**src/rtl/hls_run_ctrl_if.sv**
```systemverilog
// rtl/hls_run_ctrl_if.sv - handshake bundle between host, HLS adder core and hls_run_ctrl
//
// Signals (directions as seen by the controller, modport slave):
//   inputs : run_req, host_req, adder_ready, adder_done, adder_idle, err_clr
//   outputs: run_ack, host_gnt, mem_sel, adder_start, busy, done_pulse,
//            run_count[CNT_W-1:0], timeout_err
// modport master is the mirror image, used by whatever drives the controller.

interface hls_run_ctrl_if #(
   parameter int CNT_W = 16
);
   logic             run_req;
   logic             run_ack;
   logic             host_req;
   logic             host_gnt;
   logic             mem_sel;
   logic             adder_start;
   logic             adder_ready;
   logic             adder_done;
   logic             adder_idle;
   logic             busy;
   logic             done_pulse;
   logic [CNT_W-1:0] run_count;
   logic             err_clr;
   logic             timeout_err;

   modport slave (
      input  run_req, host_req, adder_ready, adder_done, adder_idle, err_clr,
      output run_ack, host_gnt, mem_sel, adder_start, busy, done_pulse,
             run_count, timeout_err
   );

   modport master (
      output run_req, host_req, adder_ready, adder_done, adder_idle, err_clr,
      input  run_ack, host_gnt, mem_sel, adder_start, busy, done_pulse,
             run_count, timeout_err
   );
endinterface

```
**src/rtl/hls_run_ctrl.sv**
```systemverilog
// rtl/hls_run_ctrl.sv - run sequencer and memory-mux owner for the HLS adder core
//
// Optional watchdog: define HLS_TIMEOUT_EN to enable the START/WAIT watchdog
// and the ERR state.
//
// Ports:
//   clk    - clock, rising edge
//   rst_n  - asynchronous active-low reset
//   bus    - hls_run_ctrl_if.slave: host run/memory requests, ap_ctrl_hs
//            handshake to the adder core, mux select, status and run counter

module hls_run_ctrl #(
   parameter int CNT_W          = 16,
   parameter int TIMEOUT_CYCLES = 1024
) (
   input  logic           clk,
   input  logic           rst_n,
   hls_run_ctrl_if.slave  bus
);

   typedef enum logic [2:0] {
      S_IDLE    = 3'd0,
      S_HOST    = 3'd1,
      S_GRANT   = 3'd2,
      S_START   = 3'd3,
      S_WAIT    = 3'd4,
`ifdef HLS_TIMEOUT_EN
      S_ERR     = 3'd6,
`endif
      S_RELEASE = 3'd5
   } state_t;

   state_t           state_q, state_d;
   logic [CNT_W-1:0] run_count_q, run_count_d;
   logic             run_ack_q, run_ack_d;
   logic             host_gnt_q, host_gnt_d;
   logic             mem_sel_q, mem_sel_d;
   logic             adder_start_q, adder_start_d;
   logic             busy_q, busy_d;
   logic             done_pulse_q, done_pulse_d;
   logic             timeout_err_q, timeout_err_d;

   localparam logic [CNT_W-1:0] CNT_MAX = '1;

`ifdef HLS_TIMEOUT_EN
   localparam int            WD_W    = (TIMEOUT_CYCLES > 2) ? $clog2(TIMEOUT_CYCLES) : 1;
   localparam logic [WD_W-1:0] WD_LAST = WD_W'(TIMEOUT_CYCLES - 1);

   logic [WD_W-1:0] wd_q, wd_d;
`else
   // Watchdog inputs and parameters have no function in this build.
   logic unused_cfg;
   assign unused_cfg = bus.err_clr & (TIMEOUT_CYCLES > 0);
`endif

   // Next-state logic
   always_comb begin
      state_d = state_q;
      unique case (state_q)
         S_IDLE: begin
            // host wins a tie with a run request
            if (bus.host_req)     state_d = S_HOST;
            else if (bus.run_req) state_d = S_GRANT;
         end
         S_HOST: begin
            if (!bus.host_req) state_d = S_IDLE;
         end
         S_GRANT: begin
            // mux already points at the accelerator; wait for the core to idle
            if (bus.adder_idle) state_d = S_START;
         end
         S_START: begin
            if (bus.adder_ready && bus.adder_done) state_d = S_RELEASE;
            else if (bus.adder_ready)              state_d = S_WAIT;
         end
         S_WAIT: begin
            if (bus.adder_done) state_d = S_RELEASE;
         end
         S_RELEASE: begin
            state_d = S_IDLE;
         end
`ifdef HLS_TIMEOUT_EN
         S_ERR: begin
            if (bus.err_clr) state_d = S_IDLE;
         end
`endif
         default: begin
            state_d = S_IDLE;
         end
      endcase

`ifdef HLS_TIMEOUT_EN
      // Terminal watchdog cycle: only a completion (move to RELEASE) escapes ERR.
      if ((state_q == S_START || state_q == S_WAIT) && wd_q == WD_LAST &&
          state_d != S_RELEASE) begin
         state_d = S_ERR;
      end
`endif
   end

`ifdef HLS_TIMEOUT_EN
   // Watchdog: zero on the first START cycle, +1 for every START/WAIT cycle.
   always_comb begin
      wd_d = wd_q;
      if (state_d == S_START && state_q != S_START) begin
         wd_d = '0;
      end else if (state_q == S_START || state_q == S_WAIT) begin
         wd_d = wd_q + WD_W'(1);
      end
   end
`endif

   // Registered outputs, decoded from the state being entered.
   always_comb begin
      run_ack_d     = (state_q == S_IDLE) && (state_d == S_GRANT);
      host_gnt_d    = (state_d == S_HOST);
      mem_sel_d     = (state_d == S_GRANT) || (state_d == S_START) || (state_d == S_WAIT);
      adder_start_d = (state_d == S_START);
      busy_d        = (state_d != S_IDLE) && (state_d != S_HOST);
      done_pulse_d  = (state_d == S_RELEASE);
      timeout_err_d = 1'b0;
`ifdef HLS_TIMEOUT_EN
      timeout_err_d = (state_d == S_ERR);
`endif
      run_count_d   = run_count_q;
      // RELEASE lasts exactly one cycle, so this increments once per run.
      if (state_d == S_RELEASE && run_count_q != CNT_MAX) begin
         run_count_d = run_count_q + CNT_W'(1);
      end
   end

   always_ff @(posedge clk or negedge rst_n) begin
      if (!rst_n) begin
         state_q       <= S_IDLE;
         run_count_q   <= '0;
         run_ack_q     <= 1'b0;
         host_gnt_q    <= 1'b0;
         mem_sel_q     <= 1'b0;
         adder_start_q <= 1'b0;
         busy_q        <= 1'b0;
         done_pulse_q  <= 1'b0;
         timeout_err_q <= 1'b0;
      end else begin
         state_q       <= state_d;
         run_count_q   <= run_count_d;
         run_ack_q     <= run_ack_d;
         host_gnt_q    <= host_gnt_d;
         mem_sel_q     <= mem_sel_d;
         adder_start_q <= adder_start_d;
         busy_q        <= busy_d;
         done_pulse_q  <= done_pulse_d;
         timeout_err_q <= timeout_err_d;
      end
   end

`ifdef HLS_TIMEOUT_EN
   always_ff @(posedge clk or negedge rst_n) begin
      if (!rst_n) wd_q <= '0;
      else        wd_q <= wd_d;
   end
`endif

   assign bus.run_ack     = run_ack_q;
   assign bus.host_gnt    = host_gnt_q;
   assign bus.mem_sel     = mem_sel_q;
   assign bus.adder_start = adder_start_q;
   assign bus.busy        = busy_q;
   assign bus.done_pulse  = done_pulse_q;
   assign bus.run_count   = run_count_q;
   assign bus.timeout_err = timeout_err_q;

endmodule

```
**src/flat_wrapper.sv**
```systemverilog
// flat-port wrapper written by rule: the top's interface ports become plain ports
module hls_run_ctrl_flat 
#(
   parameter int CNT_W          = 16,
   parameter int TIMEOUT_CYCLES = 1024
)
  (clk, rst_n, bus_run_req, bus_host_req, bus_adder_ready, bus_adder_done, bus_adder_idle, bus_err_clr, bus_run_ack, bus_host_gnt, bus_mem_sel, bus_adder_start, bus_busy, bus_done_pulse, bus_run_count, bus_timeout_err);
  hls_run_ctrl_if #(.CNT_W(CNT_W)) bus_i ();
  input  logic clk;
  input  logic rst_n;
  input wire logic [$bits(bus_i.run_req)-1:0] bus_run_req;
  input wire logic [$bits(bus_i.host_req)-1:0] bus_host_req;
  input wire logic [$bits(bus_i.adder_ready)-1:0] bus_adder_ready;
  input wire logic [$bits(bus_i.adder_done)-1:0] bus_adder_done;
  input wire logic [$bits(bus_i.adder_idle)-1:0] bus_adder_idle;
  input wire logic [$bits(bus_i.err_clr)-1:0] bus_err_clr;
  output wire logic [$bits(bus_i.run_ack)-1:0] bus_run_ack;
  output wire logic [$bits(bus_i.host_gnt)-1:0] bus_host_gnt;
  output wire logic [$bits(bus_i.mem_sel)-1:0] bus_mem_sel;
  output wire logic [$bits(bus_i.adder_start)-1:0] bus_adder_start;
  output wire logic [$bits(bus_i.busy)-1:0] bus_busy;
  output wire logic [$bits(bus_i.done_pulse)-1:0] bus_done_pulse;
  output wire logic [$bits(bus_i.run_count)-1:0] bus_run_count;
  output wire logic [$bits(bus_i.timeout_err)-1:0] bus_timeout_err;
  assign bus_i.run_req = bus_run_req;
  assign bus_i.host_req = bus_host_req;
  assign bus_i.adder_ready = bus_adder_ready;
  assign bus_i.adder_done = bus_adder_done;
  assign bus_i.adder_idle = bus_adder_idle;
  assign bus_i.err_clr = bus_err_clr;
  assign bus_run_ack = bus_i.run_ack;
  assign bus_host_gnt = bus_i.host_gnt;
  assign bus_mem_sel = bus_i.mem_sel;
  assign bus_adder_start = bus_i.adder_start;
  assign bus_busy = bus_i.busy;
  assign bus_done_pulse = bus_i.done_pulse;
  assign bus_run_count = bus_i.run_count;
  assign bus_timeout_err = bus_i.timeout_err;
  hls_run_ctrl #(.CNT_W(CNT_W), .TIMEOUT_CYCLES(TIMEOUT_CYCLES)) u_core (.clk(clk), .rst_n(rst_n), .bus(bus_i));
endmodule
```
**config.mk**
```make
export PLATFORM = sky130hd
export DESIGN_NAME = hls_run_ctrl_flat
export DESIGN_NICKNAME = d
export VERILOG_FILES = /design/src/rtl/hls_run_ctrl_if.sv /design/src/rtl/hls_run_ctrl.sv /design/src/flat_wrapper.sv
export SDC_FILE = /design/constraint.sdc
export NUM_CORES = 1
export LEC_CHECK = 0
export CORE_UTILIZATION = 30
export CTS_BUF_LIST = sky130_fd_sc_hd__clkbuf_2 sky130_fd_sc_hd__clkbuf_4 sky130_fd_sc_hd__clkbuf_8
export DETAILED_ROUTE_END_ITERATION = 6
export DONT_BUFFER_PORTS = 1
export PLACE_DENSITY = 0.52
export REMOVE_ABC_BUFFERS = 1
export SETUP_SLACK_MARGIN = 0.15
export SLEW_MARGIN = 20
export SYNTH_ARGS = -nofsm -noshare
export SYNTH_HDL_FRONTEND = slang
export SYNTH_SLANG_ARGS = --single-unit
```
**constraint.sdc**
```tcl
create_clock -name clk -period 4.95 [get_ports clk]
set_clock_uncertainty 0.2 [all_clocks]
set_input_delay 0.99 -clock clk [delete_from_list [all_inputs] [get_ports clk]]
set_output_delay 0.99 -clock clk [all_outputs]
set_load 0.05 [all_outputs]
```
## Yosys cells after proc, flatten, opt, wreduce, memory -nomap -nowiden

Cells that the tools add are included.

| storage, ports and cells | value |
|---|---|
| register bits | 25 |
| bits of input ports | 8 |
| logic and storage cells | 36 |

| cells by class | value |
|---|---|
| $add $sub $neg | 1 |
| equality and inequality tests | 11 |
| multiplexer cells | 8 |
| reductions and logical operators | 8 |

Operators by type and width:

| operator | count |
|---|---|
| $mux 3 | 7 |
| $add 16x1->16 const B | 1 |
| $ne 16x16->1 const B | 1 |
| $pmux 3 s5 | 1 |
| $eq 3x2->1 const B | 4 |
| $eq 3x3->1 const B | 3 |
| $eq 3x1->1 const B | 2 |
| $logic_and 1x1->1 | 4 |
| $logic_not 3->1 | 1 |
| $ne 3x1->1 const B | 1 |
| $reduce_bool 3->1 | 1 |
| $logic_or 1x1->1 | 2 |

## Longest topological paths before layout

Gate-level depths: netlist of the first run.

| logic depth | value |
|---|---|
| word-level depth | 6 |
| mapped depth | 6 |
| mapped depth without buffers | 5 |

## Least setup slack after synthesis of the first run

Ideal clock, no wire load.

| timing | value |
|---|---|
| path kind | input-to-reg |
| from | in bus_adder_ready |
| to | reg u_core.run_count_q[12], in the netlist u_core.bus.run_count[12] |
| arrival time | 1944 ps |
| data required time | 4622 ps |
| path slack | 2679 ps |
| stages on the path | 4 |
| path buffers | 0 |
| path through | and4b_4 > o211ai_4 > nor4b_2 > mux2_1 |

| between the ends | value |
|---|---|
| cells in the longest elaborated chain, start to end | 5 |

RTL lines:

| item | line | source |
|---|---|---|
| from (decl) | flat_wrapper.sv:13 | `input wire logic [$bits(bus_i.adder_ready)-1:0] bus_adder_ready;` |
| $mux 3 or $logic_and 1x1->1 (tied branches) | hls_run_ctrl.sv:74, hls_run_ctrl.sv:73 |  |
| $mux 3 (*) | hls_run_ctrl.sv:73 | `if (bus.adder_ready && bus.adder_done) state_d = S_RELEASE;` |
| $pmux 3 s5 (*) | hls_run_ctrl.sv:59 | `unique case (state_q)` |
| $eq 3x3->1 (*) | hls_run_ctrl.sv:127 | `if (state_d == S_RELEASE && run_count_q != CNT_MAX) begin` |
| $logic_and 1x1->1 (*) | hls_run_ctrl.sv:127 |  |
| to (signal assigned) | hls_run_ctrl.sv:145 | `run_count_q <= run_count_d;` |
| to (decl) | hls_run_ctrl.sv:34 | `logic [CNT_W-1:0] run_count_q, run_count_d;` |

Every way passes the cells marked *; elsewhere a longest branch is shown, timed or not.
A chain may end at the register's enable or synchronous reset.

## Worst setup path in the final report of the first run

| timing | value |
|---|---|
| from | reg u_core.run_count_q[0], in the netlist u_core.bus.run_count[0] |
| to | reg u_core.run_count_q[1], in the netlist u_core.bus.run_count[1] |

| between the ends | value |
|---|---|
| cells in the longest elaborated chain, start to end | 2 |

RTL lines:

| item |
|---|
| branches (longest 2 deep; another with $add 16x1->16) |

Several ways; the timed one is not identified.

==> key figures, run 1 <==
Layout
  • Post-route cell area: around 0.0014 mm^2
  • Final Util: 34.0%
  • Fill cells: 430
  • Area Growth Syn to Fin: 6.93%
  • Multi-input gate area: 623 um^2
  • Final #Nets: 122
  • Commonest non-fill, non-tap cell in the layout: dfrtp_1
  • # diodes: 0
  • Finished Layout Cells: 162
  • Commonest non-fill, non-tap cells in the layout: dfrtp_1, xor2_1, nand2_1
  • Layout cells sized above 1: about a fifth
  • Sequential Area: 626 um^2

Drt
  • Routed length per instance: 14.5 um
  • Via density: 4.94
  • Routed Antenna Nets: 0
  • DRT Pass-1 Iters: 4
  • Drt initial violations: 31
  • Vias: around 800
  • Final wirelength: approximately 2300 um
  • DR DRC count: 0

CTS
  • Total clock sinks: 25
  • Max Root-Sink Buffers: 2
  • H-tree depth: 1
  • TritonCTS clock tree: built
  • CTS Hold Bufs: 0
  • Cells resized by post-CTS repair: 0
  • Worst-path clk slew: 0.08 ns
  • Root Buffer Master: clkbuf_8
  • Worst skew pair latency: 0.27 ns
  • CTS Buf Count: 3
  • Post-CTS Setup Inserts: 0

Yosys
  • Synth top area share: between 40% and 50%
  • Synth Warn #: 0
  • Synth Register Bits: 25
  • Async S/R FF share, synth: 100%
  • Main synth FF type: dfrtp_1
  • Post-Synthesis Cell Area: 0.00130 mm^2
  • Post-synth EDFFs: 0
  • Seq/Total Area, Yosys: between 40 and 50%
  • Syn Area/Cell: about 12 um^2
  • Synth area leaders: dfrtp_1, xor2_1, a211oi_1
  • Synth unique cells: 39
  • Synth area leader: dfrtp_1
  • Mapped Cells: between 100 and 150

Setup path
  • Worst setup EP type: register
  • Slowest cell on crit path: dfrtp_1
  • Critical path peak fanout: 8
  • CP Data Arrival Time: ~2.6 ns
  • Worst path bufs/invs: 1
  • Crit Path Class: register to register
  • Delay of the slowest critical-path stage: 0.71 ns
  • CP cell instances: ha_1 -> nand3_1 -> nor4_2 -> buf_4 -> a21oi_2 -> mux2_1
  • Startpoint Class: register
  • Crit path max-delay family: flip-flops
  • Critical Path RT: 4.91 ns

Job
  • Max-cap violation count: 0

Floorplanning
  • Top-level I/O count: 31
  • Die width: slightly below 70 um
  • Core Rows: 23
  • Core area: 0.00409 mm^2
  • Initial core utilization: 31.8%
  • Die ar.: 0.00460 mm^2
  • Die height: 67.8 um

Timing
  • Max Slew Vio Count: 0
  • Endpoints failing hold: 0
  • Fmax: 0.373 GHz
  • Setup TNS Final: 0 ns
  • Worst-Margin Slew: about 0.63 ns
  • Fin crit share: 54.1%
  • Setup violations, final: 0
  • Fin worst setup slack: around 2.3 ns
  • Slew headroom: 58.3%
  • Final hold slack: between 0.2 and 0.25 ns
  • RSZ-0062 raised after global routing: false
  • Fin crit period: roughly 2.7 ns

Pwr
  • Combinational share of power: 15.5%
  • Total Power: 0.628 mW
  • P_int: 0.352 mW
  • Clock share of power: 19.9%
  • Cell area power density: 452 mW/mm^2
  • Sw Ratio: 44.0%
  • Flop pwr share: 64.5%
  • P_sw: 0.276 mW
  • Pleak: 0.606 nW
  • VDD IR-drop max: roughly 0.14 mV

Global routing
  • Global-route wire length before repair: 3760 um
  • Vias in the first global route: 818
  • GRT overflow: 0
  • Antenna violations before repair: 0
  • Largest net degree at the start of global routing: 26
  • Total GRT Usage: between 10% and 20%

Place
  • Hpwl dp: 1770 um
  • Place WS: 2.25 ns
  • Post-placement cell count: between 150 and 200
  • Placed inst area: 0.00134 mm^2
  • Final estimated routing congestion in global placement: 0.721
  • Input/output buffers: 0

Hold path
  • Hold crit path type: primary input to asynchronous set/reset pin

Run status
  • Status: finished, final reports clean
-- per-layer routing --
metal  share of wire (%)  routed length, um  up-vias  global-route usage, %
li1                    -                  -      393                      -
met1                  43               1000      386                   12.7
met2                  50               1180       18                   19.7
met3                 5.1                119        4                   2.83
met4                 1.9                 44        0                   5.47
met5                   0                  0        -                      0
-- logic make-up after synthesis --
| kind of cell | after synthesis | synth area share [%] |
|---|---|---|
| adders and majority gates | 1 | 0.962 |
| and+or+nand+nor | 41 | 22.6 |
| buffers and inverters | 9 | 3.95 |
| muxes | 4 | 3.46 |
| AOI/OAI and AO/OA | 18 | 13.2 |
| xor gates and xnor gates | 11 | 7.41 |
| other | 1 | 0.288 |
| DFF | 25 | 48.1 |
-- registers in the layout (all words and copies together), names as in the netlist --
register                count
u_core.bus.busy             1
u_core.state_q              3
u_core.bus.done_pulse       1
u_core.bus.host_gnt         1
u_core.bus.run_ack          1
u_core.bus.run_count       16
u_core.bus.mem_sel          1
u_core.bus.adder_start      1
-- worst reg2reg max path, delay by kind of cell, from the launching register on --
kind,cells,cell delay (ns)
adders and majority gates,1,0.26
and+or+nand+nor,2,0.69
DFF,1,0.71
muxes,1,0.33
buffers and inverters,1,0.27
AOI/OAI and AO/OA,1,0.10
-- cell type report --
type	count	area share (%)
clock buffer	4	3.51
inverter	6	1.62
multi-input combinational	76	44.8
sequential	25	45.0
tap	50	4.50
timing repair buffer	1	0.540
-- cells in the mapped netlist, types with 2 or more instances --
cell type / n
a211oi_1: 6
and4_1: 2
buf_4: 2
dfrtp_1: 25
inv_1: 6
mux2_1: 2
mux2_2: 2
nand2_1: 9
nand3_1: 3
nand3_2: 2
nor2_1: 7
nor3_1: 2
nor4_2: 3
nor4b_2: 3
o21ai_0: 2
or3_1: 2
xor2_1: 10
-- power groups by stage --
stage	clock network, mW	logic, mW	registers (mW)
6_report	0.125	0.0976	0.406
5_1_grt	0.142	0.111	0.416
4_1_cts	0.131	0.101	0.406
3_5_place_dp	0	0.100	0.410
3_3_place_gp	0	0.0959	0.408
2_1_floorplan	0	0.0822	0.399
-- path summary, 6_finish.rpt --
kind,start,endpoint,slack (ns),depth (start not counted)
min,rst_n,u_core.bus.run_count[11],0.21,0
min in group clk,u_core.state_q[1],u_core.bus.run_ack,0.41,1
max in group asynchronous,rst_n,u_core.bus.run_count[6],4.26,0
max reg2reg,u_core.bus.run_count[0],u_core.bus.run_count[1],2.27,6
min reg2reg,u_core.state_q[1],u_core.bus.run_ack,0.41,1
max,u_core.bus.run_count[0],u_core.bus.run_count[1],2.27,6
Power figures use the tool's default switching activity.
==> inputs of run 2 (changes only) <==
Settings changed: PLACE_DENSITY 0.52 to 0.53.
Clock period 4.95 ns to 2.29 ns, I/O delays scaled along.
==> run 2 against run 1 <==
First-iteration DRC count up 61%. Final area up 12%. Sequential power up 86%. Combinational power rose to 4.2 times the previous value. Critical path depth down 1. Largest cell class unchanged. Clock power up 110%. Global-route usage up 1.1 points. Worst setup slack worse by 1.9 ns. Via count up 13%. Maximum frequency up 37%. Worst hold slack worse by 0.11 ns. Highest routed layer unchanged.
==> key figures, run 2 (synthesis results as in run 1) <==
Run status
  • Status: finished, final reports clean

Timing
  • Setup violations, final: 0 (unchanged)
  • Slew headroom: 60.0% (+1.7 points)
  • Fin worst setup slack: 0.330 ns (-1.94 ns)
  • Fin crit period: 1.96 ns (-0.719 ns)
  • Fin crit share: 85.6% (+31 points)
  • RSZ-0062 raised after global routing: false
  • Max Slew Vio Count: 0 (unchanged)
  • Endpoints failing hold: 0 (unchanged)
  • Final hold slack: 0.0951 ns (-0.114 ns)
  • Worst-Margin Slew: 0.592 ns (-0.0329 ns)
  • Fmax: 0.510 GHz (+37%)

Hold path
  • Hold crit path type: primary input to register

CTS
  • Cells resized by post-CTS repair: 0 (unchanged)
  • TritonCTS clock tree: built
  • Post-CTS Setup Inserts: 0 (unchanged)
  • Worst skew pair latency: 0.26 ns (about the same)
  • Root Buffer Master: clkbuf_8
  • Total clock sinks: 25 (unchanged)
  • Max Root-Sink Buffers: 2 (unchanged)
  • H-tree depth: 1 (unchanged)
  • Worst-path clk slew: 0.09 ns (about the same)
  • CTS Buf Count: 3 (unchanged)
  • CTS Hold Bufs: 2 (+2)

Layout
  • Commonest non-fill, non-tap cell in the layout: dfrtp_1
  • Commonest non-fill, non-tap cells in the layout: dfrtp_1, buf_4, xor2_1
  • Area Growth Syn to Fin: 20.0%
  • Layout cells sized above 1: 31.6% (+12 points)
  • # diodes: 0 (unchanged)
  • Multi-input gate area: 623 um^2 (unchanged)
  • Largest register FFs: 16 (unchanged)
  • Sequential Area: 626 um^2 (unchanged)
  • Finished Layout Cells: 183 (+13%)
  • Final #Nets: 143 (+17%)
  • Fill cells: 416 (-3.3%)

Global routing
  • Vias in the first global route: 923 (+13%)
  • Antenna violations before repair: 0 (unchanged)
  • Largest net degree at the start of global routing: 26 (unchanged)
  • GRT overflow: 0 (unchanged)
  • Global-route wire length before repair: 4280 um (+14%)
  • Total GRT Usage: 12.4% (+1.1 points)

Floorplanning
  • Top-level I/O count: 31 (unchanged)
  • Initial core utilization: 31.8% (unchanged)
  • Die height: 67.8 um (unchanged)
  • Die width: 67.8 um (unchanged)
  • Core area: 0.00409 mm^2 (unchanged)
  • Die ar.: 0.00460 mm^2 (unchanged)
  • Core Rows: 23 (unchanged)

Setup path
  • Crit path max-delay family: simple AND/OR/NAND/NOR gates
  • Slowest cell on crit path: dfrtp_1
  • CP cell instances: ha_1 -> nand3_1 -> or2_4 -> nor4b_2 -> mux2_1
  • Worst path bufs/invs: 0 (-1)
  • Delay of the slowest critical-path stage: 0.36 ns (-0.35 ns)
  • Critical path peak fanout: 5 (-3)
  • Critical Path RT: 2.24 ns (-2.67 ns)
  • Startpoint Class: register
  • Crit Path Class: register to register
  • Worst setup EP type: register
  • CP Data Arrival Time: 1.91 ns (-0.73 ns)

Place
  • Hpwl dp: 2020 um (+14%)
  • Place WS: 0.306 ns (-1.94 ns)
  • Final estimated routing congestion in global placement: 0.750 (+4.1%)
  • Post-placement cell count: 177 (+12%)
  • Input/output buffers: 0 (unchanged)

Drt
  • DR DRC count: 0 (unchanged)
  • Via density: 4.95 (+0.13%)
  • Drt initial violations: 50 (+61%)
  • Vias: 906 (+13%)
  • Final wirelength: 2570 um (+9.6%)
  • Routed Antenna Nets: 0 (unchanged)
  • Routed length per instance: 14.0 um (-3.0%)
  • DRT Pass-1 Iters: 4 (unchanged)

Pwr
  • VDD IR-drop max: 0.230 mV (+68%)
  • Total Power: 1.42 mW (+130%)
  • Pleak: 0.717 nW (+18%)
  • Cell area power density: 912 mW/mm^2 (+100%)

Job
  • Max-cap violation count: 0 (unchanged)
==> run 2: changes by cell type in the layout (fill, tap and decap cells not counted), sizes merged <==
cell         previous run  this run
buf                     1        21
clkbuf                  4         3
clkinv                  0         1
dlygate4sd3             0         1
==> run 2: worst paths after layout <==
| path | start | to | slack (ns) | depth (start not counted) |
|---|---|---|---|---|
| setup / recovery | u_core.bus.run_count[1] | u_core.bus.run_count[12] | 0.33 | 5 |
| hold / removal | bus_run_req | u_core.bus.run_ack | 0.1 | 2 |
| setup reg to reg | u_core.bus.run_count[1] | u_core.bus.run_count[12] | 0.33 | 5 |
| hold reg to reg | u_core.bus.run_count[3] | u_core.bus.run_count[3] | 0.31 | 1 |
| max in group asynchronous | rst_n | u_core.bus.run_count[8] | 1.33 | 2 |
| min in group asynchronous | rst_n | u_core.bus.run_count[11] | 0.42 | 2 |
==> run 2: per-stage QoR <==
stage          cell area, um^2  TNS (ns)  utilization, %
6_report                  1560         0            38.2
3_5_place_dp              1480         0            36.3
4_1_cts                   1560         0            38.2
2_1_floorplan             1270     -4.15               -
5_1_grt                   1560         0            38.2
3_3_place_gp              1480         0            36.3
==> run 2: final cells by class <==
type	count	share of cell area, %
Sequential cell	25	40.1
Inverter	6	1.44
Tap cell	50	4.01
Clock buffer	3	2.65
Timing Repair Buffer	22	11.5
Clock inverter	1	0.321
Multi-Input combinational cell	76	39.9
==> run 2: routing by layer <==
metal / GRT usage (%) / share of wire [%]
met1: 15.9 / 46
met2: 20.2 / 48
met3: 3.33 / 5.5
met4: 3.91 / 1.1
met5: 0 / 0
==> run 2: power by group <==
group	total (mW)	switching, mW	internal (mW)
Clock	0.260	0.139	0.122
Sequential	0.754	0.222	0.532
Combinational	0.409	0.262	0.147
